## src/rtl/input_memory_node_2d.sv

```systemverilog
// OBI read master that fetches a config stream, then a 2D strided data stream, into a first-word-fall-through FIFO.
// A read is issued only when a FIFO slot is reserved for it, so a returned word can always be stored.

package input_memory_node_2d_pkg;
    typedef struct packed {
        logic        req;
        logic        we;
        logic [3:0]  be;
        logic [31:0] addr;
        logic [31:0] wdata;
    } obi_req_t;

    typedef struct packed {
        logic        gnt;
        logic        rvalid;
        logic [31:0] rdata;
    } obi_resp_t;
endpackage

module input_memory_node_2d
    import input_memory_node_2d_pkg::*;
#(
    parameter int unsigned FIFO_DEPTH      = 8,
    parameter int unsigned MAX_OUTSTANDING = 4,
    parameter logic [15:0] CONF_SIZE       = 16'd80,
    parameter logic [15:0] CONF_STRIDE     = 16'd4
) (
    input  logic        clk_i,
    input  logic        rst_ni,
    input  logic        clr_i,
    input  logic        start_i,
    input  logic        exec_i,
    input  logic        conf_needed_i,
    input  logic [31:0] conf_addr_i,
    input  logic [31:0] input_addr_i,
    input  logic [15:0] input_size_i,
    input  logic [15:0] input_stride_i,
    input  logic [15:0] input_rows_i,
    input  logic [31:0] input_row_stride_i,
    output obi_req_t    masters_req_o,
    input  obi_resp_t   masters_resp_i,
    output logic        conf_done_o,
    output logic        done_o,
    output logic        conf_en_o,
    output logic [31:0] dout_o,
    output logic        dout_v_o,
    input  logic        dout_r_i
);
    localparam int unsigned PTR_W = $clog2(FIFO_DEPTH);
    localparam int unsigned CNT_W = PTR_W + 2;
    localparam logic [PTR_W:0] ONE = (PTR_W+1)'(1);

    typedef enum logic [2:0] {
        S_IDLE,
        S_CONF,
        S_CWAIT,
        S_MREQ,
        S_DRAIN,
        S_DONE
    } state_e;

    state_e         state_q, state_d;
    logic [PTR_W:0] outstanding_q, outstanding_d;
    logic [15:0]    conf_off_q, conf_off_d;
    logic [15:0]    col_off_q, col_off_d;
    logic [31:0]    row_base_q, row_base_d;
    logic [15:0]    row_cnt_q, row_cnt_d;
    logic [PTR_W:0] wr_ptr_q, wr_ptr_d;
    logic [PTR_W:0] rd_ptr_q, rd_ptr_d;
    logic [31:0]    fifo_mem_q [FIFO_DEPTH];

    logic [PTR_W:0] usage;
    logic           empty, full, push, pop;
    logic           issuing, credit_ok, req, trans;
    logic           conf_mode, drained, data_valid;
    logic [15:0]    stride_eff;
    logic [16:0]    col_next, conf_next;
    logic           row_wrap, last_row, conf_last;

    always_comb begin
        usage      = wr_ptr_q - rd_ptr_q;
        empty      = (usage == '0);
        full       = (usage == (PTR_W+1)'(FIFO_DEPTH));
        push       = masters_resp_i.rvalid;
        issuing    = (state_q == S_CONF) || (state_q == S_MREQ);
        // Every in-flight read owns a FIFO slot, so a push can never hit a full FIFO.
        credit_ok  = (outstanding_q < (PTR_W+1)'(MAX_OUTSTANDING)) &&
                     (({1'b0, outstanding_q} + {1'b0, usage}) < CNT_W'(FIFO_DEPTH));
        req        = issuing && credit_ok;
        trans      = req && masters_resp_i.gnt;
        conf_mode  = (state_q == S_CONF) || (state_q == S_CWAIT);
        drained    = (outstanding_q == '0) && empty;
        data_valid = (input_size_i != 16'd0) && (input_rows_i != 16'd0);
        stride_eff = (input_stride_i == 16'd0) ? 16'd1 : input_stride_i;
        col_next   = {1'b0, col_off_q} + {1'b0, stride_eff};
        row_wrap   = (col_next >= {1'b0, input_size_i});
        last_row   = (row_cnt_q == (input_rows_i - 16'd1));
        conf_next  = {1'b0, conf_off_q} + {1'b0, CONF_STRIDE};
        conf_last  = (conf_next >= {1'b0, CONF_SIZE});

        conf_en_o   = conf_mode && !empty;
        dout_v_o    = !conf_mode && !empty && exec_i;
        pop         = conf_mode ? !empty : (dout_v_o && dout_r_i);
        dout_o      = fifo_mem_q[rd_ptr_q[PTR_W-1:0]];
        conf_done_o = (state_q == S_CWAIT) && drained;
        done_o      = (state_q == S_DONE);

        masters_req_o       = '0;
        masters_req_o.req   = req;
        masters_req_o.be    = 4'hF;
        masters_req_o.addr  = (state_q == S_CONF) ? (conf_addr_i + {16'd0, conf_off_q})
                                                  : (input_addr_i + row_base_q + {16'd0, col_off_q});
    end

    always_comb begin
        state_d       = state_q;
        conf_off_d    = conf_off_q;
        col_off_d     = col_off_q;
        row_base_d    = row_base_q;
        row_cnt_d     = row_cnt_q;
        outstanding_d = outstanding_q;
        wr_ptr_d      = wr_ptr_q + (push ? ONE : '0);
        rd_ptr_d      = rd_ptr_q + (pop ? ONE : '0);

        if (trans && !push) begin
            outstanding_d = outstanding_q + ONE;
        end else if (!trans && push) begin
            outstanding_d = outstanding_q - ONE;
        end

        case (state_q)
            S_IDLE: begin
                if (start_i && conf_needed_i) begin
                    state_d = S_CONF;
                end else if (exec_i && data_valid) begin
                    state_d = S_MREQ;
                end else if (exec_i) begin
                    state_d = S_DONE;
                end
            end
            S_CONF: begin
                if (trans) begin
                    if (conf_last) begin
                        conf_off_d = 16'd0;
                        state_d    = S_CWAIT;
                    end else begin
                        conf_off_d = conf_next[15:0];
                    end
                end
            end
            S_CWAIT: begin
                if (conf_done_o && exec_i) begin
                    state_d = data_valid ? S_MREQ : S_DONE;
                end
            end
            S_MREQ: begin
                if (trans) begin
                    if (row_wrap) begin
                        col_off_d  = 16'd0;
                        row_base_d = row_base_q + input_row_stride_i;
                        row_cnt_d  = row_cnt_q + 16'd1;
                        if (last_row) begin
                            state_d = S_DRAIN;
                        end
                    end else begin
                        col_off_d = col_next[15:0];
                    end
                end
            end
            S_DRAIN: begin
                if (drained) begin
                    state_d = S_DONE;
                end
            end
            S_DONE: begin
                state_d = S_DONE;
            end
            default: begin
                state_d = S_IDLE;
            end
        endcase
    end

    always_ff @(posedge clk_i) begin
        if (!rst_ni || clr_i) begin
            state_q       <= S_IDLE;
            outstanding_q <= '0;
            conf_off_q    <= '0;
            col_off_q     <= '0;
            row_base_q    <= '0;
            row_cnt_q     <= '0;
            wr_ptr_q      <= '0;
            rd_ptr_q      <= '0;
        end else begin
            state_q       <= state_d;
            outstanding_q <= outstanding_d;
            conf_off_q    <= conf_off_d;
            col_off_q     <= col_off_d;
            row_base_q    <= row_base_d;
            row_cnt_q     <= row_cnt_d;
            wr_ptr_q      <= wr_ptr_d;
            rd_ptr_q      <= rd_ptr_d;
        end
    end

    always_ff @(posedge clk_i) begin
        if (push) begin
            fifo_mem_q[wr_ptr_q[PTR_W-1:0]] <= masters_resp_i.rdata;
        end
    end

    always @(posedge clk_i) begin
        if (rst_ni && !clr_i) begin
            assert (!(push && full));
        end
    end

endmodule

```

## config.mk

```make
export PLATFORM = sky130hd
export DESIGN_NAME = input_memory_node_2d
export DESIGN_NICKNAME = d
export VERILOG_FILES = /design/src/rtl/input_memory_node_2d.sv
export SDC_FILE = /design/constraint.sdc
export NUM_CORES = 1
export LEC_CHECK = 0
export ABC_CLOCK_PERIOD_IN_PS = 8350
export CAP_MARGIN = 20
export CELL_PAD_IN_SITES_DETAIL_PLACEMENT = 0
export CELL_PAD_IN_SITES_GLOBAL_PLACEMENT = 1
export CORE_ASPECT_RATIO = 0.6
export CORE_MARGIN = 2
export CORE_UTILIZATION = 31
export DETAILED_ROUTE_END_ITERATION = 6
export PLACE_DENSITY = 0.73
export RECOVER_POWER = 50
export SETUP_SLACK_MARGIN = 0.1
export SYNTH_ARGS = -nofsm -noshare
export SYNTH_HDL_FRONTEND = slang
export SYNTH_SLANG_ARGS = --single-unit
```

## constraint.sdc

```tcl
create_clock -name clk_i -period 8.35 [get_ports clk_i]
set_input_delay 2.505 -clock clk_i [delete_from_list [all_inputs] [get_ports clk_i]]
set_output_delay 2.505 -clock clk_i [all_outputs]
set_load 0.05 [all_outputs]
```

==> impl_metrics.tcl <==
set metrics [dict create \
    avgRoutedWirePerCell_um 19.75 \
    layout_setup_ws_ps -145.5 \
    ys_types 80 \
    ys_seq_area_share_pct 47.13 \
    netlist.top_cell.by_area "edfxtp_1" \
    whs_ps 475.9 \
    violations "capacitance limit, slew limit, setup timing" \
    crit_buf_inv 5 \
    firstDrtPassIters 5 \
    crit_family "compound AO/OA/AOI/OAI gates" \
    tritoncts "built" \
    worst-path-max-fanout 2 \
    crit_path_start_kind "input pin" \
    syn_area_sq_um 20260 \
    area_growth_pct 27.87 \
    finalClockSkew_ps 14.01 \
    hold_buffers 0 \
    start_util_pct 31.41 \
    grt_usage_pct 17.26 \
    seqCellArea_sq_um 9554 \
    grt_max_degree 67 \
    clockBufferDepth 3 \
    dp_hpwl_mm 43.29 \
    dp.cells 2932 \
    finalHoldViolCount 0 \
    synth_area_leaders "edfxtp_1 (38%), dfxtp_1 (9.2%), ha_1 (8.6%)" \
    antenna_found_initial 13 \
    synth.ff_latch_count 349 \
    path_cells "buf_6, fa_1, ha_4, inv_4, fa_2, nor2b_4, o2111ai_2, a21oi_2, buf_4, nor4b_4, o31ai_2, buf_4, a31oi_4, o21ai_2, o41a_1, nand4_1, nor4bb_4, buf_12" \
    end_kind "output pin" \
    ys_top_cells_by_count "edfxtp_1 (256), nand2_1 (213), ha_1 (139)" \
    htree_levels 2 \
    setup-tns-final_ps -219.0 \
    clock-root-buffer "clkbuf_16" \
    min_period_over_period_pct 101.7 \
    clock_latency_ps 530 \
    grt-ovfl-total 0 \
    pwr_density_cell_nw_per_um2 162.1 \
    cpMostUsedCell "buf_4" \
    cp.required_ps 5850 \
    die_y_um 202.0 \
    async_reset_ff_share_pct 0 \
    rsz0062_at_grt "true" \
    ir_drop_mv 0.1156 \
    rows 72 \
    cellLeakagePower_nw 9.925 \
    layout.nets 2471 \
    finalWirelength_mm 59.43 \
    grt_pass1_wl_mm 89.84 \
    slew_headroom_pct -72.44 \
    setup_violations 2 \
    critical_path_class "in -> out" \
    status "complete, but fails checks" \
    critPathMaxStageDelay_ps 520 \
    cap_violations 5 \
    syn_avg_cell_area_sq_um 11.09 \
    synth-edff-count 256 \
    final_util_pct 40.17 \
    clock_sink_count 349 \
    design.core.area_sq_um 64500 \
    grt_pass1_vias 15060 \
    ys_warn_count 0 \
    dieArea_sq_um 67490 \
    synth_cells 1827 \
    vias 15240 \
    post_dp_cell_area_sq_um 24330 \
    slew_violations 165 \
    numCtsBuffers 36 \
    die_x_um 334.1 \
    crit_slowest_cell "fa_1" \
    tightest_slew_ps 2587 \
    ant_nets 0 \
    fmax_mhz 117.7 \
    vias_per_cell 5.063 \
    design_area_sq_um 25910 \
    multi_input_area_sq_um 10410 \
    drt-initial-drc-count 1162 \
    period_minus_slack_ps 8496 \
    final_cells 3010 \
    route.detailed.drc 0 \
    clkTransAtPathRegs_ps 60 \
    ios 291 \
    synth_most_common_cell "edfxtp_1" \
    critPathArrivalTime_ps 5990 \
    netlist.area_leader.share_pct 37.94 \
    drive_gt1_share_pct 15.47 \
    min_path_type "reg -> reg" \
    synth_flop_cell "edfxtp_1" \
    fill_cells 6138 \
    place.gp.congestion 0.9208 \
    portBuffers 253 \
]
per-layer routing:
layer  up-vias  wire length (um)  GRT usage, %
met5         -                43             0
met4         8               663         2.783
met3        56              3748         3.032
met2       395             25250         25.55
met1      7498             29730         26.54
li1       7284                 -             -
worst min-delay path, delay by kind of cell, from the launching register on:
| family | cells | cell delay (ps) |
|---|---|---|
| flops | 1 | 320 |
| simple gates | 1 | 60 |
| compound gates | 1 | 50 |
path summary, 6_finish.rpt:
path | startpoint | end | slack [ps] | cells past startpoint
worst max-delay path | input_addr_i[1] | masters_req_o[63] | -150 | 18
worst min-delay path | row_base_q[0]$_SDFFE_PP0P_ | row_base_q[0]$_SDFFE_PP0P_ | 480 | 2
worst max register to register | col_off_q[0]$_SDFFE_PP0P_ | row_base_q[29]$_SDFFE_PP0P_ | 2970 | 22
worst min register to register | row_base_q[0]$_SDFFE_PP0P_ | row_base_q[0]$_SDFFE_PP0P_ | 480 | 2
sequential cells by signal, summed over array words and instances, names as in the netlist:
signal	count
row_base_q	32
state_q	3
row_cnt_q	16
fifo_mem_q	256
wr_ptr_q	4
conf_off_q	14
col_off_q	16
rd_ptr_q	4
outstanding_q	4
power by group:
group,internal [mW],switching (mW),leakage [nW]
Combinational,0.278,0.395,6.27
Sequential,1.88,0.0117,3.08
Clock,0.954,0.683,0.577
cell families after synthesis:
kind of cell / after synthesis / synth area share, %
AO/OA/AOI/OAI: 360 / 11.53
XOR/XNOR: 129 / 5.576
adder cells (fa/ha/maj): 160 / 10.66
buffers and inverters: 189 / 4.254
flip-flops: 349 / 47.13
multiplexers: 71 / 7.459
other: 2 / 0.03706
AND/OR/NAND/NOR: 567 / 13.36
stage by stage:
| stage | setup slack (ps) | total power, mW |
|---|---|---|
| final | -145.5 | 4.200 |
| after global routing | -239.0 | 4.368 |
| after CTS | -44.84 | 4.257 |
| after detailed placement | -736.0 | 2.595 |
| after global placement | -755.9 | 2.586 |
| after floorplan | -124.3 | 2.311 |
cells in the final DEF, fill, tap and decap left out, types with 12 or more instances in the layout:
cell and n:
edfxtp_1 256, nand2_1 213, clkdlybuf4s50_1 174, ha_1 126, a21oi_1 123, nor2_1 110
dfxtp_1 91, buf_4 85, inv_1 70, xor2_1 65, mux4_2 64, xnor2_1 62
nand3_1 54, a21o_1 45, o21ai_0 40, conb_1 37, clkbuf_16 37, dlygate4sd3_1 35
nor3_1 30, and3_1 27, buf_12 24, o21a_1 18, nor2b_1 16, nand4_1 15
clkbuf_1 15, nor4_1 14, a211oi_1 12, nand2b_1 12
cell type report:
| cell class | instances | area share (%) |
|---|---|---|
| Inverter | 74 | 1.082 |
| Tap cell | 851 | 4.110 |
| Timing Repair Buffer | 341 | 13.14 |
| Clock inverter | 18 | 0.8065 |
| Antenna cell | 6 | 0.05795 |
| Multi-Input combinational cell | 1324 | 40.17 |
| Clock buffer | 47 | 3.757 |
| Sequential cell | 349 | 36.87 |
what timing repair did:
item | 4_1_cts | 5_1_grt
endpoints found under the setup margin | 20 | 17
pin swaps | 46 | 29
gates resized for setup | 76 | 30
cloned | 0 | 0
setup buffers | 6 | 4
No activity file was read; power rests on OpenSTA's default activity.
